File: src/rtl/mips_fetch_unit_if.sv
// Fetch-unit bus bundle: instruction-memory address/data and the decode-side handshake.
// The master is the fetch unit; the slave is the memory/decode environment.
interface mips_fetch_unit_if #(
   parameter int unsigned PC_WIDTH    = 32,
   parameter int unsigned INSTR_WIDTH = 32
);
   logic [PC_WIDTH-1:0]    imem_pc;
   logic [INSTR_WIDTH-1:0] imem_instr;
   logic                   dec_valid;
   logic                   dec_ready;
   logic [INSTR_WIDTH-1:0] dec_instr;
   logic [PC_WIDTH-1:0]    dec_pc;
   logic [PC_WIDTH-1:0]    dec_pc_plus4;

   modport master (
      output imem_pc,
      input  imem_instr,
      output dec_valid,
      input  dec_ready,
      output dec_instr,
      output dec_pc,
      output dec_pc_plus4
   );

   modport slave (
      input  imem_pc,
      output imem_instr,
      input  dec_valid,
      output dec_ready,
      input  dec_instr,
      input  dec_pc,
      input  dec_pc_plus4
   );
endinterface

File: src/rtl/mips_fetch_unit.sv
// Instruction fetch stage: drives the PC to instruction memory and queues {pc, instr}
// pairs toward decode, with redirect/flush and halt control.
module mips_fetch_unit #(
   parameter int unsigned         PC_WIDTH    = 32,
   parameter int unsigned         INSTR_WIDTH = 32,
   parameter logic [PC_WIDTH-1:0] RESET_PC    = '0,
   parameter int unsigned         BUF_DEPTH   = 2
) (
   input  logic                clk,
   input  logic                rst,
   mips_fetch_unit_if.master   bus_if,
   input  logic                redirect_valid_i,
   input  logic [PC_WIDTH-1:0] redirect_target_i,
   input  logic                halt_i,
   output logic [31:0]         fetch_count_o
);

   localparam int unsigned PtrW = $clog2(BUF_DEPTH);
   localparam int unsigned CntW = PtrW + 1;
   localparam logic [CntW-1:0] DepthCnt = CntW'(BUF_DEPTH);

   typedef enum logic [1:0] {StWarmup, StFetch, StStall, StHalted} state_e;

   state_e state_q, state_d;

   logic [PC_WIDTH-1:0]    pc_q;
   logic [PtrW-1:0]        rd_ptr_q, wr_ptr_q;
   logic [CntW-1:0]        count_q;
   logic [31:0]            fetch_count_q;
   logic [PC_WIDTH-1:0]    pc_mem_q    [BUF_DEPTH];
   logic [PC_WIDTH-1:0]    pc4_mem_q   [BUF_DEPTH];
   logic [INSTR_WIDTH-1:0] instr_mem_q [BUF_DEPTH];

   logic                dec_valid;
   logic                pop;
   logic                can_push;
   logic                push;
   logic                flush;
   logic [PC_WIDTH-1:0] pc_plus4;
   logic                unused_tgt_bits;

   assign unused_tgt_bits = ^redirect_target_i[1:0];

   assign dec_valid = (count_q != '0);
   assign pop       = dec_valid && bus_if.dec_ready;
   assign can_push  = (count_q < DepthCnt) || pop;
   assign pc_plus4  = pc_q + PC_WIDTH'(4);

   assign bus_if.imem_pc      = pc_q;
   assign bus_if.dec_valid    = dec_valid;
   assign bus_if.dec_pc       = pc_mem_q[rd_ptr_q];
   assign bus_if.dec_pc_plus4 = pc4_mem_q[rd_ptr_q];
   assign bus_if.dec_instr    = instr_mem_q[rd_ptr_q];
   assign fetch_count_o       = fetch_count_q;

   always_ff @(posedge clk or posedge rst) begin
      if (rst) begin
         state_q <= StWarmup;
      end else begin
         state_q <= state_d;
      end
   end

   // Redirect and halt outrank everything; once halt wins, the stall/pop bookkeeping is moot.
   always_comb begin
      state_d = state_q;
      unique case (state_q)
         StWarmup: state_d = halt_i ? StHalted : StFetch;
         StFetch: begin
            if (redirect_valid_i || halt_i) begin
               state_d = halt_i ? StHalted : StFetch;
            end else if (!can_push) begin
               state_d = StStall;
            end
         end
         StStall: begin
            if (redirect_valid_i || halt_i) begin
               state_d = halt_i ? StHalted : StFetch;
            end else if (pop) begin
               state_d = StFetch;
            end
         end
         StHalted: state_d = halt_i ? StHalted : StFetch;
         default:  state_d = StWarmup;
      endcase
   end

   always_comb begin
      push  = 1'b0;
      flush = 1'b0;
      unique case (state_q)
         StFetch: begin
            flush = redirect_valid_i;
            push  = !redirect_valid_i && !halt_i && can_push;
         end
         StStall, StHalted: flush = redirect_valid_i;
         default: ;
      endcase
   end

   // A redirect in warmup only retargets the PC; the buffer is necessarily empty then.
   always_ff @(posedge clk or posedge rst) begin
      if (rst) begin
         pc_q          <= RESET_PC;
         rd_ptr_q      <= '0;
         wr_ptr_q      <= '0;
         count_q       <= '0;
         fetch_count_q <= '0;
         pc_mem_q      <= '{default: '0};
         pc4_mem_q     <= '{default: '0};
         instr_mem_q   <= '{default: '0};
      end else begin
         if (redirect_valid_i) begin
            pc_q <= {redirect_target_i[PC_WIDTH-1:2], 2'b00};
         end else if (push) begin
            pc_q <= pc_plus4;
         end

         if (push && (fetch_count_q != '1)) begin
            fetch_count_q <= fetch_count_q + 32'd1;
         end

         if (flush) begin
            rd_ptr_q <= '0;
            wr_ptr_q <= '0;
            count_q  <= '0;
         end else begin
            if (push) begin
               pc_mem_q[wr_ptr_q]    <= pc_q;
               pc4_mem_q[wr_ptr_q]   <= pc_plus4;
               instr_mem_q[wr_ptr_q] <= bus_if.imem_instr;
               wr_ptr_q              <= wr_ptr_q + PtrW'(1);
            end
            if (pop) begin
               rd_ptr_q <= rd_ptr_q + PtrW'(1);
            end
            unique case ({push, pop})
               2'b10:   count_q <= count_q + CntW'(1);
               2'b01:   count_q <= count_q - CntW'(1);
               default: count_q <= count_q;
            endcase
         end
      end
   end

endmodule

File: src/flat_wrapper.sv
// flat-port wrapper written by rule: the top's interface ports become plain ports
module mips_fetch_unit_flat 
#(
   parameter int unsigned         PC_WIDTH    = 32,
   parameter int unsigned         INSTR_WIDTH = 32,
   parameter logic [PC_WIDTH-1:0] RESET_PC    = '0,
   parameter int unsigned         BUF_DEPTH   = 2
)
  (clk, rst, redirect_valid_i, redirect_target_i, halt_i, fetch_count_o, bus_if_imem_pc, bus_if_imem_instr, bus_if_dec_valid, bus_if_dec_ready, bus_if_dec_instr, bus_if_dec_pc, bus_if_dec_pc_plus4);
  mips_fetch_unit_if #(.PC_WIDTH(PC_WIDTH), .INSTR_WIDTH(INSTR_WIDTH)) bus_if_i ();
  input  logic clk;
  input  logic rst;
  input  logic redirect_valid_i;
  input  logic [PC_WIDTH-1:0] redirect_target_i;
  input  logic halt_i;
  output logic [31:0] fetch_count_o;
  output wire logic [$bits(bus_if_i.imem_pc)-1:0] bus_if_imem_pc;
  input wire logic [$bits(bus_if_i.imem_instr)-1:0] bus_if_imem_instr;
  output wire logic [$bits(bus_if_i.dec_valid)-1:0] bus_if_dec_valid;
  input wire logic [$bits(bus_if_i.dec_ready)-1:0] bus_if_dec_ready;
  output wire logic [$bits(bus_if_i.dec_instr)-1:0] bus_if_dec_instr;
  output wire logic [$bits(bus_if_i.dec_pc)-1:0] bus_if_dec_pc;
  output wire logic [$bits(bus_if_i.dec_pc_plus4)-1:0] bus_if_dec_pc_plus4;
  assign bus_if_imem_pc = bus_if_i.imem_pc;
  assign bus_if_i.imem_instr = bus_if_imem_instr;
  assign bus_if_dec_valid = bus_if_i.dec_valid;
  assign bus_if_i.dec_ready = bus_if_dec_ready;
  assign bus_if_dec_instr = bus_if_i.dec_instr;
  assign bus_if_dec_pc = bus_if_i.dec_pc;
  assign bus_if_dec_pc_plus4 = bus_if_i.dec_pc_plus4;
  mips_fetch_unit #(.PC_WIDTH(PC_WIDTH), .INSTR_WIDTH(INSTR_WIDTH), .RESET_PC(RESET_PC), .BUF_DEPTH(BUF_DEPTH)) u_core (.clk(clk), .rst(rst), .bus_if(bus_if_i), .redirect_valid_i(redirect_valid_i), .redirect_target_i(redirect_target_i), .halt_i(halt_i), .fetch_count_o(fetch_count_o));
endmodule
File: config.mk
export PLATFORM = sky130hd
export DESIGN_NAME = mips_fetch_unit_flat
export DESIGN_NICKNAME = d
export VERILOG_FILES = /design/src/rtl/mips_fetch_unit_if.sv /design/src/rtl/mips_fetch_unit.sv /design/src/flat_wrapper.sv
export SDC_FILE = /design/constraint.sdc
export NUM_CORES = 1
export LEC_CHECK = 0
export BUFFER_PORTS_ARGS = -buffer_cell sky130_fd_sc_hd__buf_4
export CORE_UTILIZATION = 41
export CTS_CLUSTER_DIAMETER = 100
export DETAILED_ROUTE_END_ITERATION = 10
export SETUP_SLACK_MARGIN = 0.05
export SYNTH_ARGS = -nofsm -noshare
export SYNTH_HDL_FRONTEND = slang
export SYNTH_SLANG_ARGS = --single-unit
File: constraint.sdc
create_clock -name clk -period 10.8 [get_ports clk]
set_input_delay 2.16 -clock clk [delete_from_list [all_inputs] [get_ports clk]]
set_output_delay 2.16 -clock clk [all_outputs]
set_load 0.05 [all_outputs]
==> summary.txt, run 1 <==
Clock network
  – CTS tree: built
  – Resize count post-CTS: 0
  – Clock Tree Root: clkbuf_16
  – Clock-pin slew on the worst setup and hold paths: approximately 60 ps
  – CTS Hold Bufs: 0
  – Postcts setup bufs: 0
  – CTS Buf Count: 28
  – Clock latency on the worst-skew pair: ~530 ps
  – Clk sink count: roughly 250
  – Longest Clk Path Bufs: 3
  – H-Tree Depth: 1

Yosys
  – Synth Area per Inst: between 10 and 15 um^2
  – Seq/Total Area, Yosys: 0.534
  – Commonest cells in the netlist: dfrtp_1 (252), mux2_2 (219), nand2_1 (94), o21ai_0 (75), clkbuf_1 (50)
  – Top cells by area, synth: dfrtp_1 (53%), mux2_2 (21%), o21ai_0 (3.2%), xnor2_1 (3.1%), nand2_1 (3.0%)
  – Mapped Cells: 1000
  – Distinct cells, synth: around 40
  – Post-Syn Area: 11800 um^2
  – Synth async-reset ratio: 1.00
  – Most used DFF post-synth: dfrtp_1
  – Yosys top cell by area: dfrtp_1
  – Most instantiated library cell after synthesis: dfrtp_1
  – Post-synth EDFFs: 0
  – Synth Register Bits: about 250
  – Yosys top cell area share: 0.534
  – Yosys warns: 0

Detailed routing
  – 1st-iter DRT viols: 490
  – Via count: between 8000 and 9000
  – Wirelength per Cell: ~18 um
  – Vias/cell: 5.26
  – Routed WL: about 29000 um
  – DRC Markers: 0
  – Final ANT Viol Nets: 0
  – Drt first pass iters: 4

Floorplan
  – Core footprint: ~28000 um^2
  – Die Ht: approximately 170 um
  – Die footprint: about 30000 um^2
  – I/O pins: 230
  – Die width: approximately 170 um
  – Row count: between 60 and 70
  – Initial Util: 0.420

Global route
  – Overflow after GRT: 0
  – Vias in the first global route: about 8400
  – Total routing usage reported by global routing: 0.197
  – First-pass GRT wire length: approximately 46000 um
  – Largest net degree at the start of global routing: ~110
  – Initial antenna violation count: 0

STA
  – Final hold violation count: 0
  – Slew headroom: 0.310
  – Setup TNS: 0 ps
  – Fmax: 202 MHz
  – RSZ-0062 raised after global routing: no
  – Final setup violation count: 0
  – Max Slew Vio Count: 0
  – Final Cycle Share: 0.459
  – Worst-Margin Slew: ~1000 ps
  – Fin Clk Skew: about 11 ps
  – Final min period: 4950 ps

Layout
  – P&R area growth vs syn: 24.1%
  – Fin util: 0.522
  – FILL cells: roughly 2600
  – Share of layout cells above drive strength 1: 0.420
  – Ant diodes: 0
  – Net count, final: roughly 1300

Worst setup path
  – RR Endpoint: u_core.bus_if.imem_pc[20]
  – Reg-to-reg slack, setup: between 7000 and 8000 ps
  – Crit end category: output port
  – Crit start category: flip-flop
  – Setup CP Type: flip-flop to output port
  – Critical path peak fanout: 50
  – Reg2reg start: u_core.bus_if.imem_pc[2]
  – Worst EP arrival: about 2800 ps
  – Worst EP required: approximately 8600 ps
  – Worst Reg-to-Reg Cells: 6

Outcome
  – Status: finished clean

Worst hold path
  – WHS Path Cells: 2
  – HP Start: u_core.pc4_mem_q[29]
  – WHS Endpoint: u_core.pc4_mem_q[29]
  – Hold crit path type: flip-flop to flip-flop

Pwr
  – Max VDD drop: 0.183 mV
  – PD cells: around 320 nW/um^2
  – Leakage power: slightly below 7 nW

Run
  – Max-capacitance violation count: 0

Placement
  – Dpl hpwl: around 19000 um
  – GP Congestion: between 0.7 and 0.8
  – Port Buf Inserts: 221
flip-flops by register name (all words and copies together) (netlist names):
register / flops
u_core.pc_mem_q: 60
u_core.count_q: 2
u_core.state_q: 2
u_core.wr_ptr_q: 1
u_core.fetch_count_o: 32
u_core.pc4_mem_q: 60
u_core.instr_mem_q: 64
u_core.rd_ptr_q: 1
u_core.bus_if.imem_pc: 30
per-stage QoR:
stage / hold WS (ps) / setup WS, ps / instances / instance area (um^2) / total power, W
CTS: 477 / 5780 / 1580 / 14700 / 0.00477
detailed placement: 465 / 5840 / 1529 / 13700 / 0.00377
floorplan: 444 / 1710 / 1005 / 11800 / 0.00314
global placement: 455 / 5870 / 1529 / 13700 / 0.00374
global route: 495 / 5730 / 1580 / 14700 / 0.00496
finish: 472 / 5850 / 1580 / 14700 / 0.00471
cell type report:
| type | count | area, um^2 | area share |
|---|---|---|---|
| repair buffers | 229 | 1720 | 0.117 |
| multi-input cells | 664 | 5150 | 0.352 |
| well taps | 378 | 473 | 0.0323 |
| clock buffers | 44 | 882 | 0.0602 |
| flip-flops and latches | 252 | 6310 | 0.431 |
| inverters | 6 | 30.0 | 0.00205 |
| clock inverters | 7 | 85.1 | 0.00581 |
worst max-delay path, cell delays in order (launching register included):
cell,delay [ps]
dfrtp_4,860
buf_4,720
mux2_2,450
buf_4,200
where the power goes:
part	switching, W	internal [W]	leakage, nW
combinational	0.00138	0.000808	3.08
sequential	0.000243	0.00130	3.21
clock	0.000377	0.000604	0.483
placed cells by master, fill, tap and decap left out, drive strengths merged, types with 7 or more instances in the layout:
cell type	netlist	final
xnor2	42	42
buf	33	229
nand2	94	94
dfrtp	252	252
a21oi	9	9
xor2	20	20
a221o	10	10
nor3	9	9
nor2	20	20
ha	7	7
o21ai	75	75
a22oi	13	13
mux2	219	219
nand3	41	41
clkbuf	50	44
and3	16	16
nor4	7	7
and4	13	13
nand4	18	18
worst max-delay path by stage:
stage                                start                        end  slack (ps)  depth (start not counted)
after floorplan                        rst  u_core.bus_if.imem_pc[10]        1710                          1
after global placement    redirect_valid_i     u_core.instr_mem_q[47]        5870                          6
after detailed placement  redirect_valid_i     u_core.instr_mem_q[47]        5840                          6
after CTS                  u_core.rd_ptr_q    bus_if_dec_pc_plus4[11]        5780                          3
after global routing       u_core.rd_ptr_q    bus_if_dec_pc_plus4[11]        5730                          3
final                      u_core.rd_ptr_q    bus_if_dec_pc_plus4[11]        5850                          3
routing by layer:
metal | share of wire | global-route usage | wire length [um]
met1 | 0.45 | 0.262 | 12900
met2 | 0.48 | 0.330 | 13800
met3 | 0.061 | 0.0393 | 1760
met4 | 0.014 | 0.0474 | 410
met5 | 0 | 0 | 0
logic make-up (layout without fill, tap and decap cells):
logic type,count (synthesis),in the layout,synth area share
DFF,252,252,0.534
and+or+nand+nor,241,241,0.104
muxes,219,219,0.209
AOI/OAI and AO/OA,129,129,0.0667
buffers and inverters,89,286,0.0332
xor gates and xnor gates,62,62,0.0460
adders and majority gates,7,7,0.00742
other,1,6,0.000318
(Power assumes the default switching activity.)
==> run 2: changes to the inputs <==
==> constraint.sdc (replaced) <==
create_clock -name clk -period 4.6 [get_ports clk]
set_input_delay 0.92 -clock clk [delete_from_list [all_inputs] [get_ports clk]]
set_output_delay 0.92 -clock clk [all_outputs]
set_load 0.05 [all_outputs]
==> run 2 against run 1 <==
Against the previous run:
- critical path depth is the same
- non-clock buffer count grew 8
- utilization grew 0.51 points
- sequential share of layout area down 0.42 points
- worst hold slack lost 1.3 ps
- sequential power rose by 140%
- power increased by 140%
- die area unchanged
- combinational power grew 140%
- final cell count grew 0.57%
- clock skew about the same
- clock-buffer cell count shrank 2
- largest power group unchanged
==> summary.txt, run 2 (synthesis gave the netlist of run 1 again) <==
Outcome
  – Status: finished clean

Worst hold path
  – Hold crit path type: flip-flop to flip-flop
  – WHS Endpoint: u_core.pc4_mem_q[17]
  – HP Start: u_core.pc4_mem_q[17]
  – WHS Path Cells: 2

Clock network
  – Clock Tree Root: clkbuf_16
  – Resize count post-CTS: 0
  – Longest Clk Path Bufs: 3
  – Clk sink count: ~250
  – Clock latency on the worst-skew pair: 540 ps
  – H-Tree Depth: 1
  – CTS tree: built
  – Postcts setup bufs: 0
  – CTS Buf Count: 29
  – CTS Hold Bufs: 0
  – Clock-pin slew on the worst setup and hold paths: roughly 60 ps

Worst setup path
  – Crit path launch: u_core.rd_ptr_q
  – CP top delay family: flip-flops
  – Crit end category: output port
  – Worst Path Buf+Inv: 2
  – Reg-to-reg slack, setup: 1710 ps
  – Slowest CP cell: dfrtp_4
  – CP peak stage delay: around 1000 ps
  – Worst EP required: between 3000 and 4000 ps
  – Setup CP Type: flip-flop to output port
  – Crit start category: flip-flop
  – RR Endpoint: u_core.bus_if.imem_pc[16]
  – Critical path peak fanout: between 50 and 60
  – Reg2reg start: u_core.bus_if.imem_pc[2]
  – Critical-path cell list: buf_12 -> mux2_2 -> buf_4
  – Worst Reg-to-Reg Cells: 6
  – Worst EP arrival: ~2500 ps

Floorplan
  – Initial Util: 0.420
  – Die footprint: a little under 30000 um^2
  – Die width: 172 um
  – Core footprint: about 28000 um^2
  – Row count: a little over 60
  – I/O pins: 230
  – Die Ht: 172 um

Layout
  – Max FFs per register: 64
  – Commonest non-fill, non-tap cell in the layout: dfrtp_1
  – Net count, final: about 1300
  – Biggest register: u_core.instr_mem_q
  – FILL cells: 2544
  – Top Registers: u_core.instr_mem_q x64, u_core.pc4_mem_q x60, u_core.pc_mem_q x60
  – P&R area growth vs syn: 25.3%
  – Share of layout cells above drive strength 1: 0.426
  – Fin util: 0.527
  – Ant diodes: 0
  – Commonest non-fill, non-tap cells in the layout: dfrtp_1 (251), buf_4 (231), mux2_2 (219)

Detailed routing
  – Wirelength per Cell: approximately 18 um
  – Top Metal Used: met4
  – Final ANT Viol Nets: 0
  – Vias/cell: around 5.2
  – Via count: roughly 8300
  – 1st-iter DRT viols: 364
  – Met2 WL: 13700 um
  – DRC Markers: 0
  – DR WL met3: 1610 um
  – Routed WL: approximately 29000 um
  – Drt first pass iters: 5
  – Met1 WL: around 13000 um

STA
  – Final hold violation count: 0
  – Worst-Margin Slew: between 900 and 1000 ps
  – RSZ-0062 raised after global routing: no
  – Final setup violation count: 0
  – Fmax: between 200 and 300 MHz
  – Final Cycle Share: 0.733
  – Setup TNS: 0 ps
  – Fin Clk Skew: between 10 and 15 ps
  – Slew headroom: 0.354
  – Worst Slack Setup Final: between 1000 and 1500 ps
  – Max Slew Vio Count: 0
  – Final min period: around 3400 ps

Pwr
  – PD cells: around 750 nW/um^2
  – Max VDD drop: around 0.41 mV
  – Power, Total: around 0.011 W
  – Leakage power: 6.85 nW

Global route
  – Initial antenna violation count: 0
  – First-pass GRT wire length: between 40000 and 50000 um
  – Vias in the first global route: 8234
  – Total routing usage reported by global routing: 0.197
  – Largest net degree at the start of global routing: 88
  – Overflow after GRT: 0

Run
  – Max-capacitance violation count: 0

Placement
  – GP Congestion: about 0.76
  – Dpl hpwl: roughly 19000 um
  – Port Buf Inserts: between 200 and 250
  – Post-placement setup slack: about 1200 ps
==> run 2: metal layers <==
| layer | vias to the layer above | track usage |
|---|---|---|
| met5 | - | 0 |
| met4 | 0 | 0.0388 |
| met3 | 28 | 0.0380 |
| met2 | 196 | 0.314 |
| met1 | 4144 | 0.278 |
| li1 | 3936 | - |
==> run 2: worst reg2reg max path: stages, from the launching register on <==
cell	delay, ps
dfrtp_1	600
ha_1	350
nand2_1	190
nor3_2	810
nand3_1	300
a21o_1	250
a221o_1	280
==> run 2: metrics by stage <==
step | hold slack, ps | cells | instance area, um^2
after floorplan | 444 | 1005 | 11800
after global placement | 455 | 1537 | 13800
after detailed placement | 465 | 1537 | 13800
after CTS | 478 | 1589 | 14800
after global routing | 493 | 1589 | 14800
final | 471 | 1589 | 14800
==> run 2: worst max-delay path by stage <==
| stage | endpoint | slack [ps] | depth (start not counted) |
|---|---|---|---|
| after floorplan | u_core.bus_if.imem_pc[10] | 360 | 1 |
| after global placement | u_core.bus_if.imem_pc[8] | 1240 | 9 |
| after detailed placement | u_core.bus_if.imem_pc[4] | 1180 | 9 |
| after CTS | bus_if_dec_instr[16] | 1150 | 3 |
| after global routing | bus_if_dec_instr[11] | 1120 | 3 |
| final | bus_if_dec_instr[25] | 1230 | 3 |
==> run 2: power breakdown <==
group          internal, W  switching [W]
registers          0.00304       0.000587
clock network      0.00142       0.000893
logic              0.00192        0.00324
total              0.00639        0.00472
==> run 2: layout make-up <==
cell class / count / area [um^2] / share of cell area
Clock buffer: 42 / 875 / 0.0591
Multi-Input combinational cell: 664 / 5150 / 0.348
Tap cell: 378 / 473 / 0.0320
Sequential cell: 252 / 6310 / 0.426
Timing Repair Buffer: 237 / 1850 / 0.125
Clock inverter: 10 / 104 / 0.00702
Inverter: 6 / 26.3 / 0.00178
==> run 3: changes to the inputs <==
==> constraint.sdc (replaced) <==
create_clock -name clk -period 3.2 [get_ports clk]
set_input_delay 0.64 -clock clk [delete_from_list [all_inputs] [get_ports clk]]
set_output_delay 0.64 -clock clk [all_outputs]
set_load 0.05 [all_outputs]
==> run 3 against run 2 <==
Against the previous run:
- die area unchanged
- register-to-register slack lost 1000 ps
- final cell count up 0.38%
- clock-buffer cell count up 2
- clock skew is 3.1 ps lower
- cell area up 0.11%
- routed wire length rose by 0.15%
- clock power grew 39%
- critical path depth unchanged
- sequential share of layout area barely moved
- critical path type unchanged
- largest cell class unchanged
==> summary.txt, run 3 (synthesis gave the netlist of run 1 again) <==
Layout
  – Net count, final: about 1300
  – Seq. cell area: around 6300 um^2
  – Max FFs per register: 64
  – FILL cells: around 2500
  – Commonest non-fill, non-tap cells in the layout: dfrtp_1 (251), buf_4 (235), mux2_2 (219)
  – P&R area growth vs syn: 25.4%
  – Share of layout cells above drive strength 1: 0.423
  – Fin util: 0.527
  – Multi-input logic area: 5150 um^2
  – Biggest register: u_core.instr_mem_q
  – Ant diodes: 0
  – Finished Cell Area: ~15000 um^2
  – Top Registers: u_core.instr_mem_q x64, u_core.pc4_mem_q x60, u_core.pc_mem_q x60
  – Commonest non-fill, non-tap cell in the layout: dfrtp_1

Floorplan
  – Row count: between 60 and 70
  – Die footprint: approximately 30000 um^2
  – Initial Util: 0.420
  – I/O pins: 230
  – Core footprint: around 28000 um^2
  – Die Ht: about 170 um
  – Die width: roughly 170 um

Detailed routing
  – DRC Markers: 0
  – 1st-iter DRT viols: 413
  – Routed WL: 29000 um
  – Wirelength per Cell: 18.2 um
  – Drt first pass iters: 4
  – Final ANT Viol Nets: 0
  – Vias/cell: between 5 and 6
  – Via count: between 8000 and 9000

Pwr
  – Leakage power: approximately 6.8 nW
  – Max VDD drop: 0.647 mV
  – PD cells: 1070 nW/um^2

Placement
  – Dpl hpwl: a little under 20000 um
  – DP Area: ~14000 um^2
  – GP Congestion: approximately 0.75
  – Port Buf Inserts: approximately 220

STA
  – Final setup violation count: 0
  – Slew headroom: 0.444
  – Final min period: approximately 2800 ps
  – Final Cycle Share: 0.863
  – Setup TNS: 0 ps
  – Max Slew Vio Count: 0
  – Fin Clk Skew: 7.90 ps
  – RSZ-0062 raised after global routing: no
  – Fmax: 362 MHz
  – Worst-Margin Slew: 833 ps
  – Final hold violation count: 0

Clock network
  – H-Tree Depth: 1
  – CTS Buf Count: 28
  – Longest Clk Path Bufs: 3
  – Clock Tree Root: clkbuf_16
  – CTS tree: built
  – CTS Hold Bufs: 0
  – Clock-pin slew on the worst setup and hold paths: roughly 60 ps
  – Clk sink count: 252
  – Postcts setup bufs: 0
  – Clock latency on the worst-skew pair: roughly 530 ps
  – Resize count post-CTS: 0

Worst setup path
  – Reg2reg start: u_core.bus_if.imem_pc[2]
  – RR Endpoint: u_core.bus_if.imem_pc[30]
  – Crit end category: output port
  – Worst EP arrival: ~2100 ps
  – Critical path peak fanout: slightly above 40
  – Worst EP required: 2560 ps
  – Reg-to-reg slack, setup: just under 700 ps
  – Setup CP Type: flip-flop to output port
  – Worst Reg-to-Reg Cells: 6
  – Crit start category: flip-flop

Global route
  – Vias in the first global route: roughly 8400
  – Largest net degree at the start of global routing: just over 80
  – First-pass GRT wire length: approximately 46000 um
  – Total routing usage reported by global routing: 0.200
  – Overflow after GRT: 0
  – Initial antenna violation count: 0

Outcome
  – Status: finished clean

Worst hold path
  – Hold crit path type: primary input to async pin

Run
  – Max-capacitance violation count: 0
-- run 3: cell types whose count changed in the layout (fill, tap and decap cells not counted) --
cell	previous run	this run
buf_4	231	235
clkbuf_8	10	5
clkinv_2	7	5
inv_6	1	0
clkinvlp_4	1	2
clkbuf_1	3	10
buf_12	6	8
-- run 3: power by group --
group	switching (W)	internal, W	leakage, nW
Combinational	0.00473	0.00279	3.18
Sequential	0.000778	0.00438	3.21
Clock	0.00126	0.00194	0.453
-- run 3: area by class of cell --
cell class / count / share of cell area
flip-flops and latches: 252 / 0.426
inverters: 6 / 0.00177
repair buffers: 243 / 0.130
clock inverters: 8 / 0.00625
multi-input cells: 664 / 0.348
well taps: 378 / 0.0319
clock buffers: 44 / 0.0562
-- run 3: worst max-delay path by stage --
stage	start	to	slack [ps]	cells after the start
after floorplan	rst	u_core.bus_if.imem_pc[10]	-760	1
after detailed placement	redirect_valid_i	u_core.bus_if.imem_pc[31]	510	7
after global routing	u_core.rd_ptr_q	bus_if_dec_pc[24]	350	3
final	u_core.rd_ptr_q	bus_if_dec_pc[24]	440	3
after global placement	redirect_valid_i	u_core.fetch_count_o[18]	520	7
after CTS	u_core.rd_ptr_q	bus_if_dec_pc[24]	390	3
-- run 3: critical path, cell delays in order, from the launching register on --
cell and delay, ps:
dfrtp_4 680, buf_12 310, mux2_2 390, buf_4 200
-- run 3: routing by layer --
layer	track usage	up-vias	part of all wire
li1	-	3928	-
met1	0.277	4156	0.46
met2	0.320	188	0.47
met3	0.0458	33	0.061
met4	0.0404	0	0.013
met5	0	-	0
-- run 3: per-stage QoR --
| step | hold slack (ps) | total power (W) | setup slack (ps) | std cells |
|---|---|---|---|---|
| finish | 55.2 | 0.0159 | 438 | 1595 |
| global route | 48.3 | 0.0167 | 355 | 1595 |
| CTS | 42.6 | 0.0160 | 394 | 1595 |
| detailed placement | 465 | 0.0128 | 512 | 1543 |
| global placement | 456 | 0.0127 | 521 | 1543 |
| floorplan | 444 | 0.0106 | -756 | 1005 |
